===== config.mk =====
export PLATFORM = sky130hd
export DESIGN_NAME = bus_timer
export DESIGN_NICKNAME = d
export VERILOG_FILES = /design/src/rtl/bus_timer.sv
export SDC_FILE = /design/constraint.sdc
export NUM_CORES = 1
export LEC_CHECK = 0
export BUFFER_PORTS_ARGS = -buffer_cell sky130_fd_sc_hd__buf_2
export CAP_MARGIN = 40
export CORE_MARGIN = 2
export CORE_UTILIZATION = 30
export CTS_BUF_LIST = sky130_fd_sc_hd__clkbuf_4 sky130_fd_sc_hd__clkbuf_8 sky130_fd_sc_hd__clkbuf_16
export CTS_CLUSTER_DIAMETER = 120
export DETAILED_ROUTE_END_ITERATION = 8
export GPL_ROUTABILITY_DRIVEN = 1
export GPL_TIMING_DRIVEN = 0
export PLACE_DENSITY = 0.45
export SYNTH_ARGS = -nofsm -noshare
export SYNTH_HDL_FRONTEND = slang
export SYNTH_SLANG_ARGS = --single-unit

===== constraint.sdc =====
create_clock -name clk -period 2.9 [get_ports clk]
set_input_delay 0.58 -clock clk [delete_from_list [all_inputs] [get_ports clk]]
set_output_delay 0.58 -clock clk [all_outputs]
set_load 0.01 [all_outputs]

===== src/rtl/bus_timer.sv =====
// bus_timer: memory-mapped 16-bit interval timer and interrupt source on the cpu bus.
//   Parameters: BASE (8-byte aligned window base), PRESCALE (1..256 cpu clocks per tick).
//   Ports:
//     clk  - cpu clock
//     RST  - synchronous reset, active-high
//     AD   - cpu address (combinational, valid in the current cycle)
//     DO   - cpu write data
//     WE   - cpu write enable
//     RDY  - cpu ready; an access commits only when high
//     DI   - registered read data, 0 when not selected (OR-muxed with other slaves)
//     IRQ  - registered interrupt request, IF & IE delayed one cycle
module bus_timer #(
   parameter logic [15:0] BASE     = 16'hFE00,
   parameter int unsigned PRESCALE = 1
) (
   input  logic        clk,
   input  logic        RST,
   input  logic [15:0] AD,
   input  logic [7:0]  DO,
   input  logic        WE,
   input  logic        RDY,
   output logic [7:0]  DI,
   output logic        IRQ
);
   localparam logic [7:0] PRE_MAX = 8'(PRESCALE - 1);
   logic [15:0] cnt_q, cnt_d, lat_q, lat_d;
   logic [7:0]  snap_q, snap_d, scr_q, scr_d, pre_q, pre_d, di_q, di_d, rdata;
   logic [2:0]  ctrl_q, ctrl_d;
   logic        if_q, if_d, irq_q, irq_d;
   logic        sel, wr, rd, tick, uf;
   logic [2:0]  off;
   assign sel  = AD[15:3] == BASE[15:3];
   assign wr   = sel & RDY & WE;
   assign rd   = sel & RDY & ~WE;
   assign off  = AD[2:0];
   assign tick = ctrl_q[0] & (pre_q == PRE_MAX);
   assign uf   = tick & (cnt_q == 16'd0);
   assign DI   = di_q;
   assign IRQ  = irq_q;
   always_comb begin
      pre_d  = (!ctrl_q[0] || tick) ? 8'd0 : pre_q + 8'd1;
      cnt_d  = !tick ? cnt_q : (cnt_q != 16'd0) ? cnt_q - 16'd1 : ctrl_q[1] ? lat_q : 16'hFFFF;
      lat_d  = lat_q;
      ctrl_d = ctrl_q;
      if_d   = if_q | uf;
      scr_d  = scr_q;
      snap_d = (rd && off == 3'd0) ? cnt_q[15:8] : snap_q;
      // one-shot stops itself; a CTRL write below overrides this
      if (uf && !ctrl_q[1])
         ctrl_d[0] = 1'b0;
      // bus writes are applied last so they win over timer events,
      // except a STAT clear, which loses to a simultaneous underflow
      if (wr)
         case (off)
            3'd0, 3'd2: lat_d[7:0] = DO;
            3'd1: begin
               lat_d[15:8] = DO;
               cnt_d       = {DO, lat_q[7:0]};
               if_d        = 1'b0;
               pre_d       = 8'd0;
            end
            3'd3: lat_d[15:8] = DO;
            3'd4: ctrl_d = DO[2:0];
            3'd5: if_d = DO[0] ? uf : if_q | uf;
            3'd6: scr_d = DO;
            default: ;
         endcase
      case (off)
         3'd0:    rdata = cnt_q[7:0];
         3'd1:    rdata = snap_q;
         3'd2:    rdata = lat_q[7:0];
         3'd3:    rdata = lat_q[15:8];
         3'd4:    rdata = {5'd0, ctrl_q};
         3'd5:    rdata = {7'd0, if_q};
         3'd6:    rdata = scr_q;
         default: rdata = 8'd0;
      endcase
      di_d  = rd ? rdata : 8'd0;
      irq_d = if_q & ctrl_q[2];
   end
   always_ff @(posedge clk) begin
      if (RST) begin
         cnt_q  <= 16'hFFFF;
         lat_q  <= 16'hFFFF;
         snap_q <= 8'd0;
         ctrl_q <= 3'd0;
         if_q   <= 1'b0;
         scr_q  <= 8'd0;
         pre_q  <= 8'd0;
         di_q   <= 8'd0;
         irq_q  <= 1'b0;
      end else begin
         cnt_q  <= cnt_d;
         lat_q  <= lat_d;
         snap_q <= snap_d;
         ctrl_q <= ctrl_d;
         if_q   <= if_d;
         scr_q  <= scr_d;
         pre_q  <= pre_d;
         di_q   <= di_d;
         irq_q  <= irq_d;
      end
   end
endmodule


# Word level (Yosys, flattened, before mapping)
# Index checks and enable logic that the tools add are counted.
# Widths: inputs -> output; s select.
op_classes:
  muxes: 15
  n_eq_ne: 7
  bitwise: 9
  reduce_logical: 16
  addsub: 2
ops:
  columns: ["op", "n"]
  rows:
  - ["$mux 16", 5]
  - ["$pmux 8 s7", 1]
  - ["$mux 8", 3]
  - ["$logic_not 16->1", 1]
  - ["$reduce_bool 16->1", 1]
  - ["$sub 16x1->16 const B", 1]
  - ["$eq 13x13->1 const B", 1]
  - ["$eq 3x3->1 const B", 3]
  - ["$add 8x1->8 const B", 1]
  - ["$logic_not 8->1", 1]
  - ["$reduce_and 2->1", 4]
  - ["$and 1x1->1", 6]
  - ["$eq 3x2->1 const B", 2]
  - ["$reduce_or 2->1", 3]
  - ["$mux 1", 5]
  - ["$eq 3x1->1 const B", 1]
  - ["$logic_not 3->1", 1]
  - ["$logic_and 1x1->1", 2]
  - ["$logic_not 1->1", 2]
  - ["$not 1->1", 2]
  - ["$pmux 1 s2", 1]
  - ["$logic_or 1x1->1", 1]
  - ["$or 1x1->1", 1]
word_totals:
  input_bits: 28
  out_inout_bits: 9
  word_cells: 60
  ff_bits: 69

# Logic depth before layout (Yosys ltp)
# Gate-level depths: netlist (run 1).
depth:
  ltp_word: 7
  mapped_depth: 9
  depth_no_buf: 8

# Least setup slack after synthesis (run 1)
# Ideal clock, no wire load.
synth_timing:
  kind: "input to register"
  from: "input AD[4]"
  to: "register lat_q[0]"
  cell_stages: 6
  setup_slack_ps: 599
  t_required_ps: 2780
  n_path_buf: 2
  t_arrival_ps: 2181
  setup_time_ps: 120
  cell_sequence: "or4_4 > nor4_2 > buf_2 > buf_2 > nand2_1 > a211o_1"
synth_via:
  elab_chain_len: 4
synth_rtl:
  columns: ["item", "line", "text"]
  rows:
  - ["start, declared", "18", "input logic [15:0] AD,"]
  - ["$eq 13x13->1", "32", "assign sel = AD[15:3] == BASE[15:3];"]
  - ["$and 1x1->1 (2 in a row)", "33", "assign wr = sel & RDY & WE;"]
  - ["$reduce_and 2->1 (no source line)", null, null]
  - ["end signal, assigned", "94", "lat_q <= lat_d;"]
  - ["end, declared", "26", "logic [15:0] cnt_q, cnt_d, lat_q, lat_d;"]
# No other way between the ends.
# A chain may end at the register's enable or synchronous reset.

# Final worst setup path (run 1)
layout_timing:
  from: "register pre_q[2]"
  to: "register cnt_q[5]"
layout_via:
  elab_chain_len: 5
layout_rtl:
  columns: ["item", "line", "text"]
  rows:
  - ["start, declared", "27", "logic [7:0] snap_q, snap_d, scr_q, scr_d, pre_q, pre_d, di_q, di_d, rdata;"]
  - ["start signal, assigned", "99", "pre_q <= pre_d;"]
  - ["$logic_not 8->1 *", "36", "assign tick = ctrl_q[0] & (pre_q == PRE_MAX);"]
  - ["$and 1x1->1 *", "36", null]
  - ["$mux 16 *", "42", "cnt_d = !tick ? cnt_q : (cnt_q != 16'd0) ? cnt_q - 16'd1 : ctrl_q[1] ? lat_q : 16'hFFFF;"]
  - ["$mux 16", "54", "case (off)"]
  - ["$mux 16 *", "53", "if (wr)"]
  - ["end signal, assigned", "93", "cnt_q <= cnt_d;"]
  - ["end, declared", "26", null]
# Every way passes the cells marked *; elsewhere a longest branch is shown, timed or not.

==> impl_results.md, run 1 <==
- Setup TNS: 0 ps
- Most common cell after layout, fill and taps aside: dfxtp_1
- Area Growth Syn to Fin: 19.6%
- Core Util, Final: between 30% and 40%
- Multi-input logic area: between 1500 and 2000 um^2
- MaxCap Viol Count: 0
- Via Count: approximately 3.3k
- Die Width: about 110 um
- Simple-Gate Fraction of Synth Area: 25.1%
- Final ANT Viol Nets: 0
- Tmin final: 2550 ps
- Commonest cells after routing, fill and taps aside: dfxtp_1, nor2_1, buf_2
- # IOs: 37
- GR Util met3: 3.83%
- Diode count: 0
- RSZ-0062 raised after global routing: no
- GR Layer Usage met1: around a quarter
- Worst-path clk slew: approximately 60 ps
- Clock Skews: between 6 and 7 ps
- Reg-to-Reg End: cnt_q[5]
- Antenna violations before repair: 0
- FMAX: just under 400 MHz
- Area leader, netlist: dfxtp_1
- Hold Path Cell Cnt: 1
- Register-to-Register Setup Slack: approximately 350 ps
- TritonCTS clock tree: done
- Fin crit share: roughly 90%
- GRT Overall Usage: a little under a fifth
- Max-slew headroom: roughly 39%
- Startpoint types: register
- Setup Buffers After CTS: 0
- Post-Synth XOR/XNOR Area: 1.74%
- Async S/R FF share, synth: 0%
- Netlist cell types: between 50 and 60
- Layout net count: around 480
- Worst skew pair latency: about 340 ps
- Core ar.: between 10000 and 15000 um^2
- Seq/Total Area, Yosys: around two fifths
- Post-Synthesis Cell Area: around 3500 um^2
- Layer carrying the most global-route usage: met2
- Actual slew at the worst max-slew pin: a little over 900 ps
- Register bit total from synthesis: 69
- Cell count after synthesis: around 400
- Vias in the first global route: approximately 3.2k
- Fin. Hold Viols: 0
- Origin of the critical flop-to-flop path: pre_q[2]
- Synth Area in Compound Gates: around 18%
- Die Ht: between 100 and 150 um
- Worst Hold Endpoint: pre_q[0]
- Hold/Removal Path Class: reg2reg
- Max Slew Vio Count: 0
- Post-CTS Hold Fix Bufs: 0
- Routed wire length per instance: ~19 um
- Status: finished clean
- Synth warn: 0
- Routed vias/inst: around 5.5
- Synth top area share: 39.2%
- Hold_sp: pre_q[0]
- Dominant cells by area after synthesis: dfxtp_1, mux2i_1, nor2_1
- Mean Syn Cell Area: ~8.7 um^2
- Crit path arrival time: approximately 2800 ps
- Largest net degree at the start of global routing: 12
- Starting Density: about 31%
- Crit path kind: reg2reg
- Layout cells sized above 1: 15.8%
- Max rail drop VDD: about 0.35 mV
- Post-synth EDFFs: 0
- M2 GR Usage: between 30% and 40%
- Final setup viols: 0
- Fillcell total: 1211
- Worst reg-to-reg path cell count: 7
- Placer Congestion: 0.829
- Final wirelength: between 10 and 15 mm
- Mux contribution to synthesized area: around 11%
- Critical Path End Type: register
- Final HPWL DP: around 8.4 mm
- GR Overflow Total: 0
- Register area: between 1000 and 1500 um^2
- First-pass GRT wire length: about 18 mm
- DR DRC count: 0
- Main synth FF type: dfxtp_1
- Die area: 12600 um^2
- Port Buf Inserts: 35
- DRT iter0 DRCs: around 170
- Num CTS Buffers: 9
- CTS root buf: clkbuf_16
- H-tree depth: 3
- Worst EP required: just over 3000 ps
- Crit-path max FO: 10
- Largest family of logic cells by synthesized area: simple AND/OR/NAND/NOR gates
- Post-CTS sizing: 0
- Adder-cell area share of the yosys netlist: 1.42%
- FP Rows: 39
- Leak: ~1.6 nW
- Syn nets: about 440
- TritonCTS Sinks: a little under 70
- Clock Tree Buf Depth: 2
- Power Density: 545 nW/um^2
- First drt pass iteration count: 5
==> flip-flops by register name (all words and copies together) (netlist names) <==
| register | count |
|---|---|
| IRQ | 1 |
| pre_q | 8 |
| cnt_q | 16 |
| DI | 8 |
| snap_q | 8 |
| lat_q | 16 |
| scr_q | 8 |
| ctrl_q | 3 |
| if_q | 1 |
==> worst max-delay path: stages, from the launching register on <==
cell and delay, ps:
dfxtp_1 330, nor4_1 440, and4_1 270, clkbuf_1 400, nand4_1 350, and2_1 310, nor3_1 240, a21oi_1 70
==> power by group <==
part	switching, mW	leakage (nW)	total, mW	internal [mW]
Combinational	0.0677	0.836	0.106	0.0379
Clock	0.420	0.161	1.24	0.818
Sequential	0.00000646	0.557	0.948	0.948
Total	0.488	1.55	2.29	1.80
==> area by class of cell <==
class                   instances  share of cell area (%)
flip-flops and latches         69                    32.8
repair buffers                 35                    4.16
well taps                     143                    4.25
clock buffers                  12                    6.33
clock inverters                 3                    1.61
multi-input cells             302                    47.5
plain buffers                  25                    2.44
inverters                      10                   0.892
==> cells in the mapped netlist, types with 2 or more instances <==
master,number
a211o_1,17
a211oi_1,5
a21oi_1,25
a22oi_1,2
a31oi_1,9
and2_1,2
and3_1,18
and4_1,2
buf_1,3
buf_2,7
clkbuf_1,15
dfxtp_1,69
ha_1,4
inv_1,10
mux2i_1,23
mux4_2,6
nand2_1,21
nand2b_1,6
nand3_1,20
nand3b_1,2
nand4_1,7
nor2_1,50
nor2b_1,4
nor3_1,16
nor3b_1,2
nor4_1,2
o211ai_1,2
o21ai_0,14
o21ai_1,2
o21bai_1,4
o22a_1,2
o22ai_1,3
o311ai_1,2
or2_0,2
or3_1,2
or4_4,3
xnor2_1,5
xor2_1,2
==> metal layers <==
layer | vias up | part of all wire (%)
met5 | - | 0
met4 | 0 | 1.1
met3 | 11 | 3.2
met2 | 56 | 49
met1 | 1666 | 47
li1 | 1591 | -
==> worst max-delay path by stage <==
stage,startpoint,cells after the start,endpoint,slack [ps]
after floorplan,AD[4],6,lat_q[0],600
after global placement,AD[4],7,lat_q[14],120
after detailed placement,AD[4],7,lat_q[15],100
after CTS,pre_q[2],7,cnt_q[7],360
after global routing,pre_q[2],7,cnt_q[7],150
final,pre_q[2],7,cnt_q[5],350
==> cell families (layout without fill, tap and decap cells) <==
kind of cell	Yosys count	in the layout
compound gates	95	95
xor+xnor	7	7
fa+ha+maj	4	4
buf+inv	35	85
flops	69	69
mux	30	30
simple gates	166	166
==> stage by stage <==
step	instance area (um^2)	total power [mW]	worst slack [ps]	hold WS, ps	std cells
global route	4210	2.35	154	482	599
detailed placement	3870	1.07	96.7	443	584
CTS	4210	2.31	362	456	599
global placement	3870	1.07	124	442	584
floorplan	3520	1.02	599	419	406
finish	4210	2.29	354	453	599
Note: power is estimated with default switching activity, not from simulation.
==> inputs of run 2 (changes only) <==
Settings changed: ABC_AREA set to 1, CORE_MARGIN 2 to 4.
==> run 2 against run 1 <==
Worst setup slack gained 620 ps. Clock power barely moved. First-iteration DRC count grew 51%. Highest routed layer unchanged. Final area rose by 8.0%. Critical endpoint is now cnt_q[6]. Die area increased by 16%. Critical path depth rose by 3. Clock skew grew 3.6 ps. Sequential power barely moved. Non-clock buffer count shrank 10. Maximum frequency up 32%. Global-route usage grew 0.88 points. Flip-flop and latch count did not move.
==> impl_results.md, run 2 <==
- TritonCTS clock tree: done
- GR Overflow Total: 0 (unchanged)
- Synth top area share: 36.0% (-3.2 points)
- CP most frequent cell: nand2_1
- Crit path arrival time: 2210 ps (-540 ps)
- Critical Path End Type: register
- Async S/R FF share, synth: 0% (unchanged)
- FP Rows: 41 (+5.1%)
- Area Growth Syn to Fin: 18.6%
- Setup TNS: 0 ps (unchanged)
- Die Width: 121 um (+7.8%)
- Net Sw Frac: 22.7% (+1.5 points)
- Fin. Hold Viols: 0 (unchanged)
- Area leader, netlist: dfxtp_1
- Num CTS Buffers: 9 (unchanged)
- Worst EP required: 3190 ps (+90 ps)
- Core ar.: 12600 um^2 (+10%)
- Vias in the first global route: 3778 (+17%)
- Post-CTS sizing: 0 (unchanged)
- Netlist cell types: 37 (-31%)
- Met3 wire len: 720 um (+97%)
- Crit-path cells: inv_1 > ha_1 > nand2_1 > nor2_1 > nand2_1 > nor2_2 > o21ai_0 > nand3_1 > nand2_1 > nand2_1
- Worst path slowest cell: dfxtp_1
- Final setup viols: 0 (unchanged)
- Largest net degree at the start of global routing: 13 (+1)
- DRT iter0 DRCs: 260 (+51%)
- Register bit total from synthesis: 69 (unchanged)
- Gate power share: 5.1% (+0.5 points)
- Port Buf Inserts: 35 (unchanged)
- Final ANT Viol Nets: 0 (unchanged)
- CTS root buf: clkbuf_16
- Setup Buffers After CTS: 0 (unchanged)
- Starting Density: 30.5% (-0.33 points)
- Worst-path clk slew: 60 ps (about the same)
- Seq/Total Area, Yosys: 36.0% (-3.2 points)
- Clock Tree Buf Depth: 2 (unchanged)
- Slowest cell delay on critical path: 290 ps (-150 ps)
- Diode count: 0 (unchanged)
- Top flop regs: cnt_q x16, lat_q x16
- Uppermost routed layer: met4
- Commonest cells after routing, fill and taps aside: nand2_1, nor2_1, dfxtp_1
- Final wirelength: 13.2 mm (+18%)
- GRT Overall Usage: 18.9% (+0.88 points)
- Actual slew at the worst max-slew pin: 675 ps (-238 ps)
- Dominant cells by area after synthesis: dfxtp_1, nand2_1, nor2_1
- Fin cells: 789 (+32%)
- Inst Count DP: 774 (+33%)
- Flop pwr share: 41.8% (+0.4 points)
- Syn nets: 599 (+37%)
- DR DRC count: 0 (unchanged)
- Placer Congestion: 0.977 (+18%)
- Met2 WL: 5.88 mm (+7.6%)
- Leak: 2.02 nW (+30%)
- Hold/Removal Path Class: reg2reg
- Tmin final: 1920 ps (-622 ps)
- Crit-path max FO: 8 (-2)
- Post-Synthesis Cell Area: 3830 um^2 (+8.9%)
- RSZ-0062 raised after global routing: no
- Post-synth EDFFs: 0 (unchanged)
- Clk pwr share: 53.1% (-0.9 points)
- MaxCap Viol Count: 0 (unchanged)
- Cell count after synthesis: 567 (+40%)
- Routed vias/inst: 4.92 (-11%)
- Final HPWL DP: 10.3 mm (+23%)
- Layout net count: 645 (+33%)
- Layout cells sized above 1: 13.9% (-1.9 points)
- Main synth FF type: dfxtp_1
- Power Density: 499 nW/um^2 (-8.3%)
- FMAX: 520 MHz (+32%)
- Routed wire length per instance: 16.8 um (-11%)
- Via Count: 3882 (+17%)
- Fin crit share: 66.4% (-21 points)
- Max Slew Vio Count: 0 (unchanged)
- Most common cell after layout, fill and taps aside: nand2_1
- Met1 Wirelength: 6.38 mm (+21%)
- Worst skew pair latency: 340 ps (about the same)
- Die area: 14600 um^2 (+16%)
- P_int: 1.75 mW (-2.8%)
- NetSw: 0.516 mW (+5.9%)
- Crit path kind: reg2reg
- Status: finished clean
- Most numerous cell in the Yosys netlist: nand2_1
- Max rail drop VDD: 0.321 mV (-9.1%)
- Synth warn: 0 (unchanged)
- Core Util, Final: 36.2% (-0.68 points)
- Post-CTS Hold Fix Bufs: 0 (unchanged)
- First drt pass iteration count: 5 (unchanged)
- Die Ht: 121 um (+7.8%)
- Clock Skews: 9.61 ps (+3.59 ps)
- Top cells by count, synth: nand2_1, nor2_1, dfxtp_1, inv_1, nand3_1
- Mean Syn Cell Area: 6.76 um^2 (-22%)
- Max-slew headroom: 55.0% (+16 points)
- First-pass GRT wire length: 20.9 mm (+18%)
- H-tree depth: 3 (unchanged)
- Startpoint types: register
- TritonCTS Sinks: 69 (unchanged)
- # IOs: 37 (unchanged)
- Antenna violations before repair: 0 (unchanged)
-- run 2: changes by cell type after synthesis, moves of 11 or more --
cell	before	now
a211o_1	17	0
and3_1	18	0
inv_1	10	63
mux2i_1	23	0
nand2_1	21	150
nand3_1	20	41
nor2_1	50	77
nor3_1	16	5
-- run 2: worst max-delay path: cells and delay by family, from the launching register on --
family          cells  cell delay (ps)
buf+inv             1              170
compound gates      1              140
flops               1              290
fa+ha+maj           1              250
simple gates        7             1020
-- run 2: power by group through the flow --
| stage | clock network (mW) | logic [mW] | registers, mW |
|---|---|---|---|
| floorplan | 0 | 0.0532 | 0.969 |
| global placement | 0 | 0.114 | 0.969 |
| detailed placement | 0 | 0.114 | 0.969 |
| CTS | 1.23 | 0.114 | 0.948 |
| global route | 1.29 | 0.124 | 0.947 |
| finish | 1.21 | 0.117 | 0.948 |
-- run 2: logic make-up (layout without fill, tap and decap cells) --
group	after synthesis	after routing	synth area share (%)
AND/OR/NAND/NOR	307	307	36.5
AO/OA/AOI/OAI	92	92	14.8
buffers and inverters	85	135	9.08
flip-flops	69	69	36.0
XOR/XNOR	10	10	2.29
adder cells (fa/ha/maj)	4	4	1.31
-- run 2: path summary, 6_finish.rpt --
check | startpoint | to | slack, ps | depth (start not counted)
min | pre_q[0] | pre_q[0] | 450 | 1
max reg2reg | cnt_q[0] | cnt_q[6] | 980 | 10
min reg2reg | pre_q[0] | pre_q[0] | 450 | 1
max | cnt_q[0] | cnt_q[6] | 980 | 10
-- run 2: area by class of cell --
cell class,count,area [um^2]
Fill cell,1373,8020
Multi-Input combinational cell,413,2100
Sequential cell,69,1380
Inverter,70,263
Clock buffer,10,239
Tap cell,172,215
Timing Repair Buffer,35,175
Buffer,15,85.1
Clock inverter,5,83.8
-- run 2: layer usage --
metal | vias up | GRT usage, %
met5 | - | 0
met4 | 0 | 5.59
met3 | 19 | 3.54
met2 | 113 | 29.1
met1 | 1791 | 26.9
li1 | 1959 | -
-- run 2: through the flow --
step	power [mW]	setup slack, ps	hold WS (ps)	cell area (um^2)
6_report	2.27	975	445	4550
5_1_grt	2.36	794	467	4550
4_1_cts	2.29	987	451	4550
3_5_place_dp	1.08	773	437	4220
3_3_place_gp	1.08	854	433	4220
2_1_floorplan	1.02	1210	410	3830
